`src/rtl/rr_arb_mux_pkg.sv`:
```
// Shared encodings for the round-robin / fixed-select arbitrating mux.
// Mode and output-register state enums live here so every file agrees on them.
package rr_arb_mux_pkg;

    typedef enum logic {
        MODE_FIXED = 1'b0,
        MODE_RR    = 1'b1
    } mode_e;

    typedef enum logic {
        ST_EMPTY = 1'b0,
        ST_FULL  = 1'b1
    } state_e;

endpackage

```
`src/rtl/rr_prio_pick.sv`:
```
// Cyclic priority search: first requester after ptr, wrapping, ending at ptr itself.
// Purely combinational; ptr is assumed to be a legal channel index.
module rr_prio_pick
    import rr_arb_mux_pkg::*;
#(
    parameter int CHANNELS = 4,
    parameter int SELW     = $clog2(CHANNELS)
) (
    input  logic [CHANNELS-1:0] req,
    input  logic [SELW-1:0]     ptr,
    output logic [SELW-1:0]     grant,
    output logic                grant_valid
);

    // Channel index offset positions after base, modulo CHANNELS.
    function automatic logic [SELW-1:0] step(input logic [SELW-1:0] base, input int offset);
        int sum;
        sum = (int'(base) + offset) % CHANNELS;
        return SELW'(sum);
    endfunction

    // rot[i] is the request of the channel i+1 places after ptr.
    logic [CHANNELS-1:0] rot;

    generate
        for (genvar gi = 0; gi < CHANNELS; gi++) begin : g_rot
            assign rot[gi] = req[step(ptr, gi + 1)];
        end
    endgenerate

    always_comb begin
        grant       = '0;
        grant_valid = 1'b0;
        for (int i = CHANNELS - 1; i >= 0; i--) begin
            if (rot[i]) begin
                grant       = step(ptr, i + 1);
                grant_valid = 1'b1;
            end
        end
    end

endmodule

```
`src/rtl/rr_arb_mux.sv`:
```
// N-channel arbitrating mux feeding a one-entry output register.
// Fixed-select or round-robin grant; full throughput when downstream is ready.
module rr_arb_mux
    import rr_arb_mux_pkg::*;
#(
    parameter int WIDTH    = 8,
    parameter int CHANNELS = 4,
    parameter int SELW     = $clog2(CHANNELS)
) (
    input  logic                      clk_in,
    input  logic                      rst_n_in,
    input  logic                      mode_in,
    input  logic [SELW-1:0]           set_in,
    input  logic [CHANNELS*WIDTH-1:0] a_in,
    input  logic [CHANNELS-1:0]       a_valid_in,
    output logic [CHANNELS-1:0]       a_ready_out,
    output logic [WIDTH-1:0]          y_out,
    output logic [SELW-1:0]           y_chan_out,
    output logic                      y_valid_out,
    input  logic                      y_ready_in
);

    localparam int SEL_SPAN = 1 << SELW;

    mode_e               mode;
    state_e              state_reg, state_next;
    logic [SELW-1:0]     ptr_reg, ptr_next;
    logic [WIDTH-1:0]    data_reg, data_next;
    logic [SELW-1:0]     chan_reg, chan_next;

    logic [WIDTH-1:0]    chan_data [CHANNELS];
    logic [SEL_SPAN-1:0] valid_pad;
    logic [SELW-1:0]     rr_grant;
    logic                rr_grant_valid;
    logic                fix_grant_valid;
    logic [SELW-1:0]     grant_idx;
    logic                grant_valid;
    logic                can_load;
    logic                load;
    logic [WIDTH-1:0]    data_sel;

    assign mode = mode_e'(mode_in);

    generate
        for (genvar gi = 0; gi < CHANNELS; gi++) begin : g_chan
            assign chan_data[gi] = a_in[gi*WIDTH +: WIDTH];
        end
    endgenerate

    rr_prio_pick #(
        .CHANNELS (CHANNELS),
        .SELW     (SELW)
    ) u_pick (
        .req         (a_valid_in),
        .ptr         (ptr_reg),
        .grant       (rr_grant),
        .grant_valid (rr_grant_valid)
    );

    // Zero-padded valids make a select beyond CHANNELS-1 read as "not valid".
    assign valid_pad       = SEL_SPAN'(a_valid_in);
    assign fix_grant_valid = valid_pad[set_in];

    assign grant_idx   = (mode == MODE_RR) ? rr_grant : set_in;
    assign grant_valid = (mode == MODE_RR) ? rr_grant_valid : fix_grant_valid;
    assign can_load    = (state_reg == ST_EMPTY) || y_ready_in;
    assign load        = can_load && grant_valid;

    always_comb begin
        data_sel = '0;
        for (int k = 0; k < CHANNELS; k++) begin
            if (grant_idx == SELW'(k)) begin
                data_sel = chan_data[k];
            end
        end
    end

    // Ready is forced low while reset is held, not just after the next edge.
    generate
        for (genvar gi = 0; gi < CHANNELS; gi++) begin : g_ready
            assign a_ready_out[gi] = rst_n_in && load && (grant_idx == SELW'(gi));
        end
    endgenerate

    always_comb begin
        state_next = state_reg;
        ptr_next   = ptr_reg;
        data_next  = data_reg;
        chan_next  = chan_reg;
        case (state_reg)
            ST_EMPTY: begin
                if (load) begin
                    state_next = ST_FULL;
                end
            end
            ST_FULL: begin
                if (load) begin
                    state_next = ST_FULL;
                end else if (y_ready_in) begin
                    state_next = ST_EMPTY;
                end
            end
            default: state_next = ST_EMPTY;
        endcase
        if (load) begin
            data_next = data_sel;
            chan_next = grant_idx;
            if (mode == MODE_RR) begin
                ptr_next = grant_idx;
            end
        end
    end

    // ptr resets to the last channel so channel 0 wins the first round-robin search.
    always_ff @(posedge clk_in or negedge rst_n_in) begin
        if (!rst_n_in) begin
            state_reg <= ST_EMPTY;
            ptr_reg   <= SELW'(CHANNELS - 1);
            data_reg  <= '0;
            chan_reg  <= '0;
        end else begin
            state_reg <= state_next;
            ptr_reg   <= ptr_next;
            data_reg  <= data_next;
            chan_reg  <= chan_next;
        end
    end

    assign y_out       = data_reg;
    assign y_chan_out  = chan_reg;
    assign y_valid_out = (state_reg == ST_FULL);

endmodule

```
`config.mk`:
```
export PLATFORM = sky130hd
export DESIGN_NAME = rr_arb_mux
export DESIGN_NICKNAME = d
export VERILOG_FILES = /design/src/rtl/rr_arb_mux_pkg.sv /design/src/rtl/rr_prio_pick.sv /design/src/rtl/rr_arb_mux.sv
export SDC_FILE = /design/constraint.sdc
export NUM_CORES = 1
export LEC_CHECK = 0
export ABC_AREA = 1
export CELL_PAD_IN_SITES_DETAIL_PLACEMENT = 1
export CELL_PAD_IN_SITES_GLOBAL_PLACEMENT = 1
export CORE_MARGIN = 3
export CORE_UTILIZATION = 25
export DETAILED_ROUTE_END_ITERATION = 8
export PLACE_DENSITY = 0.8
export SYNTH_ARGS = -nofsm -noshare
export SYNTH_HDL_FRONTEND = slang
export SYNTH_SLANG_ARGS = --single-unit
```
`constraint.sdc`:
```
create_clock -name clk_in -period 1.75 [get_ports clk_in]
set_input_delay 0.2625 -clock clk_in [delete_from_list [all_inputs] [get_ports clk_in]]
set_output_delay 0.2625 -clock clk_in [all_outputs]
set_load 0.02 [all_outputs]
```
# Word level (Yosys, flattened, before mapping)
# Cells that the tools add are included.
# op_classes
add_sub_neg	4
n_lt_le_gt_ge	5
n_eq_ne	3
muxes	28
bitwise_logic	1
reduce_logical	9
# ops
op	n
2-to-1 mux 8 bit	4
< comparator 2 x 3 -> 1 bit (second input constant)	5
2-to-1 mux 1 bit	13
binary-select mux 1 bit (select 2 bit)	5
2-to-1 mux 2 bit	5
logical AND 1 bit	6
adder 2 x 1 -> 2 bit (second input constant)	2
adder 2 bit (second input constant)	2
== test 2 bit (second input constant)	2
== test 2 x 1 -> 1 bit (second input constant)	1
logical NOT 2 bit	1
case mux 1 bit (2 select lines)	1
AND reduction 2 bit	1
logical OR 1 bit	1
NOT 1 bit	1
# word_totals
regBits	13
inputBits	42
out_inout_bits	15
wordCells	54

# Longest topological paths before layout
# Gate-level depths: netlist (run 1).
# depth
word_depth	13
ltp_mapped	17
mapped_depth_nobuf	15

# Modules after synthesis
# A second synthesis (run 1) with hierarchy kept.
# unflattened
hier_cells	190
area_unflattened_um2	1213.7
# by_module_without_submodules
mod	instances	cells_per_inst	area_per_inst_um2	seq_area_each_um2
rr_arb_mux	1	141	987.2	327.8
rr_prio_pick	1	49	226.5	0.0

# Least setup slack after synthesis (run 1)
# OpenSTA, ideal clock, no wires.
# synth_timing
path_type	register -> output
start	register ptr_reg[0]
end	output a_ready_out[1]
arrival_ps	1984
slack_ps	-496
stages_incl_launch_ff	12
n_path_buf	2
cell_sequence	dfstp_2 > buf_6 > inv_8 > nand2_4 > nand2_1 > and2_4 > nor2_2 > nand3_2 > nand3_4 > nand2_4 > clkbuf_8 > nor3_1
# synth_via
elab_chain_cells	11
word_cells_on_any_way	26
classes_between	add/sub (4); eq/ne (1); mux (18); reduce/logical (3)
# synth_rtl
item	line	rtl
from (decl)	rr_arb_mux.sv:27	logic [SELW-1:0] ptr_reg, ptr_next;
from (signal assigned)	rr_arb_mux.sv:118	ptr_reg <= SELW'(CHANNELS - 1);
from (signal assigned)	rr_arb_mux.sv:123	ptr_reg <= ptr_next;
adder 2 x 1 -> 2 bit	rr_prio_pick.sv:18	sum = (int'(base) + offset) % CHANNELS;
binary-select mux 1 bit (select 2 bit)	rr_prio_pick.sv:27	assign rot[gi] = req[step(ptr, gi + 1)];
2-to-1 mux 1 bit (implied by the code)	rr_prio_pick.sv:27	
2-to-1 mux 1 bit (4 in series)	rr_prio_pick.sv:35	if (rot[i]) begin
2-to-1 mux 1 bit	rr_arb_mux.sv:65	assign grant_valid = (mode == MODE_RR) ? rr_grant_valid : fix_grant_valid;
logical AND 1 bit	rr_arb_mux.sv:67	assign load = can_load && grant_valid;
logical AND 1 bit	rr_arb_mux.sv:81	assign a_ready_out[gi] = rst_n_in && load && (grant_idx == SELW'(gi));
logical AND 1 bit *	rr_arb_mux.sv:81	
to (decl)	rr_arb_mux.sv:16	output logic [CHANNELS-1:0] a_ready_out,
# Mark *: on every way between the ends. The rest lies on a longest branch, timed or not. The select of a mux whose other input is x is not followed.

# Worst setup path after layout (run 1)
# layout_timing
start	register ptr_reg[0]
end	output a_ready_out[2]
# The elaborated chain is that of the path after synthesis.

==> results.cfg, run 1 <==
[outcome]
status = finished, violations left
violations = setup timing

[clocking]
numCtsBuffers = 3
clockBufferDepth = 2
insertion_delay_ns = 0.25
cts_root_buffer = clkbuf_8
clock_sink_count = 13
clkTransAtPathRegs_ns = 0.06
htreeDepth = 1
cts_hold_buf = 0
cts_tree = built

[finish]
antenna-diode-count = 0
largest_reg_flops = 8
syn2layout_area_growth_pct = 90.2
drive_gt1_frac = 0.348
final_util = 0.510
nNetsFinal = 310
finalInstanceArea_um2 = 2310

[hold_path]
hold_class = input pin to asynchronous set/reset pin

[worst_setup_path]
r2r_cells = 15
path_class = flip-flop to output pin
reg2reg_to = y_out[1]$_DFFE_PN0P_
critPathRequiredTime_ns = 1.49
r2r-start = ptr_reg[0]$_DFFE_PN1P_
cp-start-kind = flip-flop
critPathMaxFanout = 5
rrSetupSlack_ns = -0.52
critPathCaptureType = output pin
arrival_ns = 2.07

[timing]
rsz0062_at_grt = true
relSlewSlack = 0.742
worst_slack_ns = -0.579
slew_viol_final = 0
hold_viol = 0
skew_ns = 0.00691
min_period_over_period = 1.33
period_needed_ns = 2.33
worst_pin_slew_ns = 0.385
fmax_ghz = 0.429
finalSetupViolCount = 16
fin_hold_ws_ns = 0.472

[floorplanning]
core_area_um2 = 4530
dieArea_um2 = 5730
row_count = 24
start_util = 0.268
die_x_um = 75.7
ios = 57
dieHeight_um = 75.7

[synthesis]
synth_area_leaders = dfrtp_1 23%, nand2_1 15%, inv_1 7.7%
async_flop_share = 1.00
netlist_area_um2 = 1210
synth.distinct_cells = 29
synth_top_area_frac = 0.227
yosysTopAreaCell = dfrtp_1
ys_seq_elements = 13
seq_area_frac_synth = 0.270
synth_edf_count = 0
syn_inst = 182
syn-num-nets = 224
yosys-top-cells-count = 48 x nand2_1, 25 x inv_1, 16 x a21oi_1
ys_dominant_reg_cell = dfrtp_1
avgSynthCellArea_um2 = 6.68
synth_warnings = 0
yosysMostFrequentCell = nand2_1

[drt]
vias = 1529
vias_per_cell = 4.61
first_iter_violations = 83
ant_nets = 0
drt_wl_total_um = 4970
wl_per_cell_um = 15.0
first_pass_iters = 4
drcViolationCount = 0

[power]
p_per_area_nw_per_um2 = 1530
p_leak_nw = 1.11
irDropWorstVdd_uv = 694

[place]
dpl_cell_area_um2 = 2000
place_congestion = 0.801
portBuffers = 56
dp_hpwl_um = 3570
pre_cts_ws_ns = -0.979

[grt]
grt_use_met3 = 0.0330
grt_pass1_wl_um = 6780
met1_usage = 0.198
grt_overflow = 0
grt-busiest-layer = met2
gr-usage-all-layers = 0.156
grt_use_met2 = 0.275
antenna_found_initial = 0
grt_max_degree = 23
grt_pass1_vias = 1434

[job]
cap_violations = 0
## layout by cell type (no fill, tap or decap), types with 5 or more instances in the layout
cell,n
a21oi_1,10
a21oi_2,6
buf_12,5
buf_4,23
buf_6,7
clkdlybuf4s50_1,52
dfrtp_1,11
inv_1,25
nand2_1,43
nand2_2,11
nand2_4,7
nand3_1,9
nand3_2,7
nand4_1,6
o21ai_1,7
o21ai_2,5
## report_power, final
| group | leakage [nW] | switching, mW | internal [mW] |
|---|---|---|---|
| registers | 0.155 | 0.107 | 0.459 |
| clock network | 0.0228 | 0.118 | 0.161 |
| logic | 0.932 | 1.46 | 1.23 |
| total | 1.11 | 1.69 | 1.85 |
## logic make-up (layout without fill, tap and decap cells)
| kind of cell | after synthesis | in the layout | synth area share |
|---|---|---|---|
| flip-flops | 13 | 13 | 0.270 |
| AND/OR/NAND/NOR | 97 | 97 | 0.410 |
| buffers and inverters | 37 | 122 | 0.160 |
| AO/OA/AOI/OAI | 35 | 35 | 0.161 |
## metal layers
| metal | share of wire | up-vias | wire length (um) |
|---|---|---|---|
| li1 | - | 756 | - |
| met1 | 0.40 | 719 | 1970 |
| met2 | 0.53 | 42 | 2630 |
| met3 | 0.048 | 12 | 239 |
| met4 | 0.026 | 0 | 129 |
| met5 | 0 | - | 0 |
## per-stage QoR
stage          power, mW  instances  setup TNS (ns)
2_1_floorplan       2.02        182           -1.61
4_1_cts             3.14        323           -7.18
6_report            3.54        332           -6.82
3_3_place_gp        2.66        316           -9.85
5_1_grt             3.82        332           -9.31
3_5_place_dp        2.71        316          -10.44
## cell type report
class | count | area (um2)
Fill cell | 557 | 2220
Timing Repair Buffer | 88 | 877
Multi-Input combinational cell | 132 | 850
Sequential cell | 13 | 328
Inverter | 30 | 130
Tap cell | 65 | 81.3
Clock buffer | 4 | 45.0
## how the worst max path moves through the flow
stage / from / end / slack [ns] / cells past startpoint
global route: ptr_reg[0]$_DFFE_PN1P_ / a_ready_out[1] / -0.71 / 12
floorplan: ptr_reg[0]$_DFFE_PN1P_ / a_ready_out[1] / -0.24 / 11
finish: ptr_reg[0]$_DFFE_PN1P_ / a_ready_out[2] / -0.58 / 10
CTS: ptr_reg[0]$_DFFE_PN1P_ / a_ready_out[1] / -0.57 / 12
detailed placement: set_in[0] / a_ready_out[2] / -0.98 / 10
global placement: a_valid_in[0] / a_ready_out[2] / -0.91 / 10
## what timing repair did
item,4_1_cts,5_1_grt
setup endpoints to repair,17,17
pin swaps,8,10
cloned,0,1
resized for setup,39,23
hold endpoints to repair,0,0
setup buffers,3,8
## worst max-delay path, cell delays in order, from the launching register on
cell	delay, ns
dfstp_2	0.64
buf_6	0.14
nand2_2	0.05
nand2_4	0.09
nor2_1	0.05
nand3_1	0.09
o211ai_1	0.18
inv_1	0.17
nand2_4	0.11
nor3_4	0.18
buf_6	0.14
Power figures use the tool's default switching activity.
==> run 2: changes to the inputs <==
CORE_MARGIN = unset   (was 3)
CORE_UTILIZATION = 24   (was 25)
PLACE_DENSITY = 0.78   (was 0.8)
SYNTH_HIERARCHICAL = 1   (was unset)
==> run 2 against run 1 <==
Compared with the run above: the flow still finishes with violations (setup timing); die area decreased by 6.8%; setup slack worse by 0.079 ns; maximum frequency fell by 3.3%; cell count rose by 5.4%; hold slack better by 0.018 ns; clock power barely moved; global-route usage is 3.0 points higher; first-iteration DRC count down 24%.
==> results.cfg, run 2 <==
[timing]
worst_slack_ns = -0.658
rsz0062_at_grt = true
fin_hold_ws_ns = 0.491
finalSetupViolCount = 15
slew_viol_final = 0
relSlewSlack = 0.832
min_period_over_period = 1.38
hold_viol = 0
finalSetupTns_ns = -7.40
worst_pin_slew_ns = 0.251
skew_ns = 0.00215
fmax_ghz = 0.415
period_needed_ns = 2.41

[synthesis]
netlist_area_um2 = 1210
ys_dominant_reg_cell = dfrtp_1
synth_warnings = 6
ys_seq_elements = 13
synth_edf_count = 0
synth_area_leaders = nand2_1 24%, dfrtp_1 23%, nand3_1 12%
yosys-mux-area-fraction = 0
synth_top_family_by_area = simple AND/OR/NAND/NOR gates
yosysMostFrequentCell = nand2_1
yosys.area_share.simple = 0.568
synth_compound_area_frac = 0.0227
seq_area_frac_synth = 0.270
synth_xor_xnor_area_share = 0
avgSynthCellArea_um2 = 6.39
synth_top_area_frac = 0.244
async_flop_share = 1.00
syn_inst = 190
synthAdderAreaFrac = 0
synth.distinct_cells = 22
syn-num-nets = 232
yosysTopAreaCell = nand2_1
yosys-top-cells-count = 79 x nand2_1, 30 x nand3_1, 18 x inv_1

[floorplanning]
dieHeight_um = 73.1
core_area_um2 = 4790
die_x_um = 73.1
row_count = 25
ios = 57
start_util = 0.254
dieArea_um2 = 5350

[drt]
drcViolationCount = 0
dr_wl_met3_um = 116
vias = 1644
ant_nets = 0
vias_per_cell = 4.70
first_pass_iters = 4
drt_wl_total_um = 5450
dr.max_layer_used = met4
wirelength_met1_um = 2220
wl_per_cell_um = 15.6
dr_wl_met2_um = 2980
first_iter_violations = 63

[grt]
antenna_found_initial = 0
grt_max_degree = 14
grt_pass1_vias = 1680
grt_overflow = 0
grt_pass1_wl_um = 7650
gr-usage-all-layers = 0.186

[power]
total_power_mw = 3.80
p_leak_nw = 1.17
irDropWorstVdd_uv = 586
p_per_area_nw_per_um2 = 1540

[outcome]
violations = setup timing
status = finished, violations left

[hold_path]
hold_class = flip-flop to flip-flop

[place]
portBuffers = 56
dpl_cell_area_um2 = 2020
placed_cells = 332
place_congestion = 0.810
dp_hpwl_um = 3500

[worst_setup_path]
critPathMaxFanout = 6
crit_chain = buf_12 -> inv_12 -> nand2_4 -> nand2_1 -> and2_4 -> nor2_2 -> nand3_1 -> nand2_2 -> inv_2 -> nand2_2 -> nand2_4 -> nor2_4 -> inv_2 -> nor2_4 -> buf_6
path_class = flip-flop to output pin
critPathRequiredTime_ns = 1.49
cp_slowest_cell = dfstp_2
slowest_delay_ns = 0.57
arrival_ns = 2.15
cp-start-kind = flip-flop
critPathCaptureType = output pin

[finish]
nNetsFinal = 326
largest_reg_flops = 8
finalInstanceArea_um2 = 2460
mostFrequentLayoutCells = 54 x nand2_1, 52 x clkdlybuf4s50_1, 31 x buf_4
stdcell_count = 350
syn2layout_area_growth_pct = 102
drive_gt1_frac = 0.413
final_common_cell = nand2_1
antenna-diode-count = 0

[clocking]
clock_sink_count = 13
insertion_delay_ns = 0.25
clockBufferDepth = 2
clkTransAtPathRegs_ns = 0.06
numCtsBuffers = 3
htreeDepth = 1
cts_root_buffer = clkbuf_8
cts_tree = built

[job]
cap_violations = 0
[run 2: cell count changes in the layout (fill, tap and decap cells not counted), sizes merged, moves of 7 or more]
cell and change:
a21oi -17, buf +7, inv -8, nand2 +28
nand3 +16, o21ai -12
[run 2: routing by layer]
| layer | up-vias | GRT usage |
|---|---|---|
| met5 | - | 0 |
| met4 | 0 | 0.0697 |
| met3 | 13 | 0.0124 |
| met2 | 43 | 0.343 |
| met1 | 800 | 0.224 |
| li1 | 788 | - |
[run 2: worst max-delay path: cells and delay by family (launching register included)]
family | cells | cell delay (ns)
buf+inv | 5 | 0.40
simple gates | 10 | 0.91
flops | 1 | 0.57
[run 2: metrics by stage]
stage	setup slack, ns	utilization
detailed placement	-0.990	0.423
CTS	-0.580	0.470
floorplan	-0.205	-
global route	-0.803	0.513
finish	-0.658	0.513
global placement	-0.913	0.423
[run 2: cells by family after synthesis]
group	after synthesis
flip-flops	13
AO/OA/AOI/OAI	4
AND/OR/NAND/NOR	144
buffers and inverters	29
[run 2: area by class of cell]
| cell class | instances | area, um2 |
|---|---|---|
| fillers | 591 | 2330 |
| multi-input cells | 148 | 968 |
| repair buffers | 96 | 930 |
| flip-flops and latches | 13 | 328 |
| inverters | 22 | 103 |
| well taps | 67 | 83.8 |
| clock buffers | 4 | 45.0 |
[run 2: final timing paths]
check | from | endpoint | slack, ns | cells past startpoint
max | ptr_reg[0]$_DFFE_PN1P_ | a_ready_out[1] | -0.66 | 15
min | y_chan_out[0]$_DFFE_PN0P_ | y_chan_out[0]$_DFFE_PN0P_ | 0.49 | 2
max reg2reg | ptr_reg[0]$_DFFE_PN1P_ | y_out[4]$_DFFE_PN0P_ | -0.57 | 17
min reg2reg | y_chan_out[0]$_DFFE_PN0P_ | y_chan_out[0]$_DFFE_PN0P_ | 0.49 | 2
max in group asynchronous | rst_n_in | ptr_reg[1]$_DFFE_PN1P_ | 0.99 | 2
min in group asynchronous | rst_n_in | y_out[4]$_DFFE_PN0P_ | 0.53 | 2
[run 2: repair_timing]
action	4_1_cts	5_1_grt
setup buffers	10	3
gates cloned	0	1
hold buffers	0	0
pin swaps	23	22
gates resized for setup	52	43
endpoints found under the setup margin	15	15
[run 2: power breakdown]
group          leakage [nW]  internal [mW]  switching, mW
Combinational         0.991           1.33           1.65
Clock                0.0228          0.161          0.116
Sequential            0.157          0.449         0.0971
==> run 3: changes to the inputs <==
CORE_ASPECT_RATIO = 0.6   (was unset)
TNS_END_PERCENT = 50   (was unset)
==> run 3 against run 2 <==
Compared with the run above: the run still ends with setup timing left; combinational power hardly changed; cell count shrank 1.1%; power hardly changed; non-clock buffer count unchanged; sequential power is essentially flat; hold slack lost 0.0079 ns; register-to-register slack worse by 0.03 ns; largest power group unchanged; highest routed layer unchanged.
==> results.cfg, run 3 (synthesis gave the netlist of run 2 again) <==
[drt]
vias_per_cell = 4.77
drt_wl_total_um = 5860
first_pass_iters = 4
wl_per_cell_um = 16.9
first_iter_violations = 72
drcViolationCount = 0
ant_nets = 0
vias = 1649

[worst_setup_path]
path_class = input pin to output pin
worstSetupStartpoint = a_valid_in[2]
rrSetupSlack_ns = -0.60
endpoint = a_ready_out[1]
critPathCaptureType = output pin
reg2reg_to = y_out[4]$_DFFE_PN0P_
critPathRequiredTime_ns = 1.49
r2r_cells = 17
r2r-start = ptr_reg[0]$_DFFE_PN1P_
arrival_ns = 2.20
critPathMaxFanout = 5
cp-start-kind = input pin

[clocking]
numCtsBuffers = 3
cts_root_buffer = clkbuf_8
clock_sink_count = 13
htreeDepth = 1
cts_tree = built
clkTransAtPathRegs_ns = 0.05
clockBufferDepth = 2
insertion_delay_ns = 0.24

[power]
irDropWorstVdd_uv = 428
p_per_area_nw_per_um2 = 1560
p_leak_nw = 1.15

[finish]
stdcell_count = 346
antenna-diode-count = 0
drive_gt1_frac = 0.417
mostFrequentLayoutCells = 52 x clkdlybuf4s50_1, 49 x nand2_1, 33 x buf_4
final_common_cell = clkdlybuf4s50_1
largest_reg_flops = 8
syn2layout_area_growth_pct = 100
nNetsFinal = 326

[timing]
slew_viol_final = 0
relSlewSlack = 0.798
min_period_over_period = 1.41
period_needed_ns = 2.46
finalSetupTns_ns = -8.11
worst_pin_slew_ns = 0.302
hold_viol = 0
finalSetupViolCount = 16
skew_ns = 0.00154
worst_slack_ns = -0.714
fmax_ghz = 0.406
rsz0062_at_grt = true

[floorplanning]
core_area_um2 = 4710
ios = 57
start_util = 0.258
row_count = 19
dieHeight_um = 57.1
dieArea_um2 = 5350
die_x_um = 93.8

[place]
dp_hpwl_um = 3800
place_congestion = 0.824
placed_cells = 328
portBuffers = 56

[grt]
grt_max_degree = 14
grt_pass1_vias = 1690
grt_pass1_wl_um = 8220
antenna_found_initial = 0
grt_overflow = 0
gr-usage-all-layers = 0.198

[outcome]
status = finished, violations left
violations = setup timing

[job]
cap_violations = 0

[hold_path]
hold_class = flip-flop to flip-flop
-- run 3: cell count changes in the layout (fill, tap and decap cells not counted), sizes merged --
| cell | delta |
|---|---|
| clkbuf | -1 |
| buf | +1 |
-- run 3: layer usage --
metal  wire (um)  vias to the layer above  share of wire  global-route usage
met5           0                        -              0                   0
met3         286                       10          0.049              0.0267
met1        2670                      790           0.46               0.286
li1            -                      790              -                   -
met2        2790                       59           0.48               0.317
met4         109                        0          0.019              0.0396
-- run 3: power by group --
group          leakage, nW  internal (mW)  switching, mW  total [mW]
clock               0.0228          0.161          0.101       0.262
sequential           0.157          0.449         0.0998       0.549
combinational        0.975           1.30           1.68        2.98
-- run 3: per-stage QoR --
step / hold WS [ns] / util / power, mW / instance area (um2) / setup WS, ns
after floorplan: -0.0331 / - / 1.78 / 1260 / -0.205
after global placement: 0.470 / 0.429 / 2.55 / 2020 / -0.961
after detailed placement: 0.473 / 0.429 / 2.60 / 2020 / -1.01
after CTS: 0.488 / 0.483 / 3.32 / 2270 / -0.571
after global routing: 0.524 / 0.517 / 4.03 / 2430 / -0.813
final: 0.483 / 0.517 / 3.79 / 2430 / -0.714
-- run 3: repair_timing --
action / CTS / global route
gates cloned: 0 / 0
pin swaps: 19 / 25
gates resized for setup: 67 / 28
setup buffers: 8 / 6
setup endpoints to repair: 15 / 17
hold buffers: 0 / 0
-- run 3: area by class of cell --
cell class | instances | area, um2
clock buffers | 4 | 45.0
repair buffers | 96 | 905
flip-flops and latches | 13 | 328
well taps | 63 | 78.8
inverters | 22 | 103
multi-input cells | 148 | 973
fillers | 589 | 2270
-- run 3: critical path, stage by stage --
cell	delay [ns]
clkdlybuf4s50_1	0.57
inv_1	0.14
nand2_8	0.10
nand2_4	0.05
and2_4	0.17
nor2_4	0.10
nand3_2	0.09
nand2_2	0.11
inv_2	0.05
nand2_2	0.07
nand2_4	0.09
nor2_4	0.14
inv_2	0.06
nor2_4	0.08
buf_6	0.12
-- run 3: how the worst min path moves through the flow --
stage / startpoint / end / slack (ns) / cells after the start
2_1_floorplan: rst_n_in / y_chan_out[0]$_DFFE_PN0P_ / -0.03 / 0
3_3_place_gp: y_out[1]$_DFFE_PN0P_ / y_out[1]$_DFFE_PN0P_ / 0.47 / 2
3_5_place_dp: y_out[5]$_DFFE_PN0P_ / y_out[5]$_DFFE_PN0P_ / 0.47 / 2
4_1_cts: y_out[5]$_DFFE_PN0P_ / y_out[5]$_DFFE_PN0P_ / 0.49 / 2
5_1_grt: y_out[1]$_DFFE_PN0P_ / y_out[1]$_DFFE_PN0P_ / 0.52 / 2
6_report: y_out[5]$_DFFE_PN0P_ / y_out[5]$_DFFE_PN0P_ / 0.48 / 2
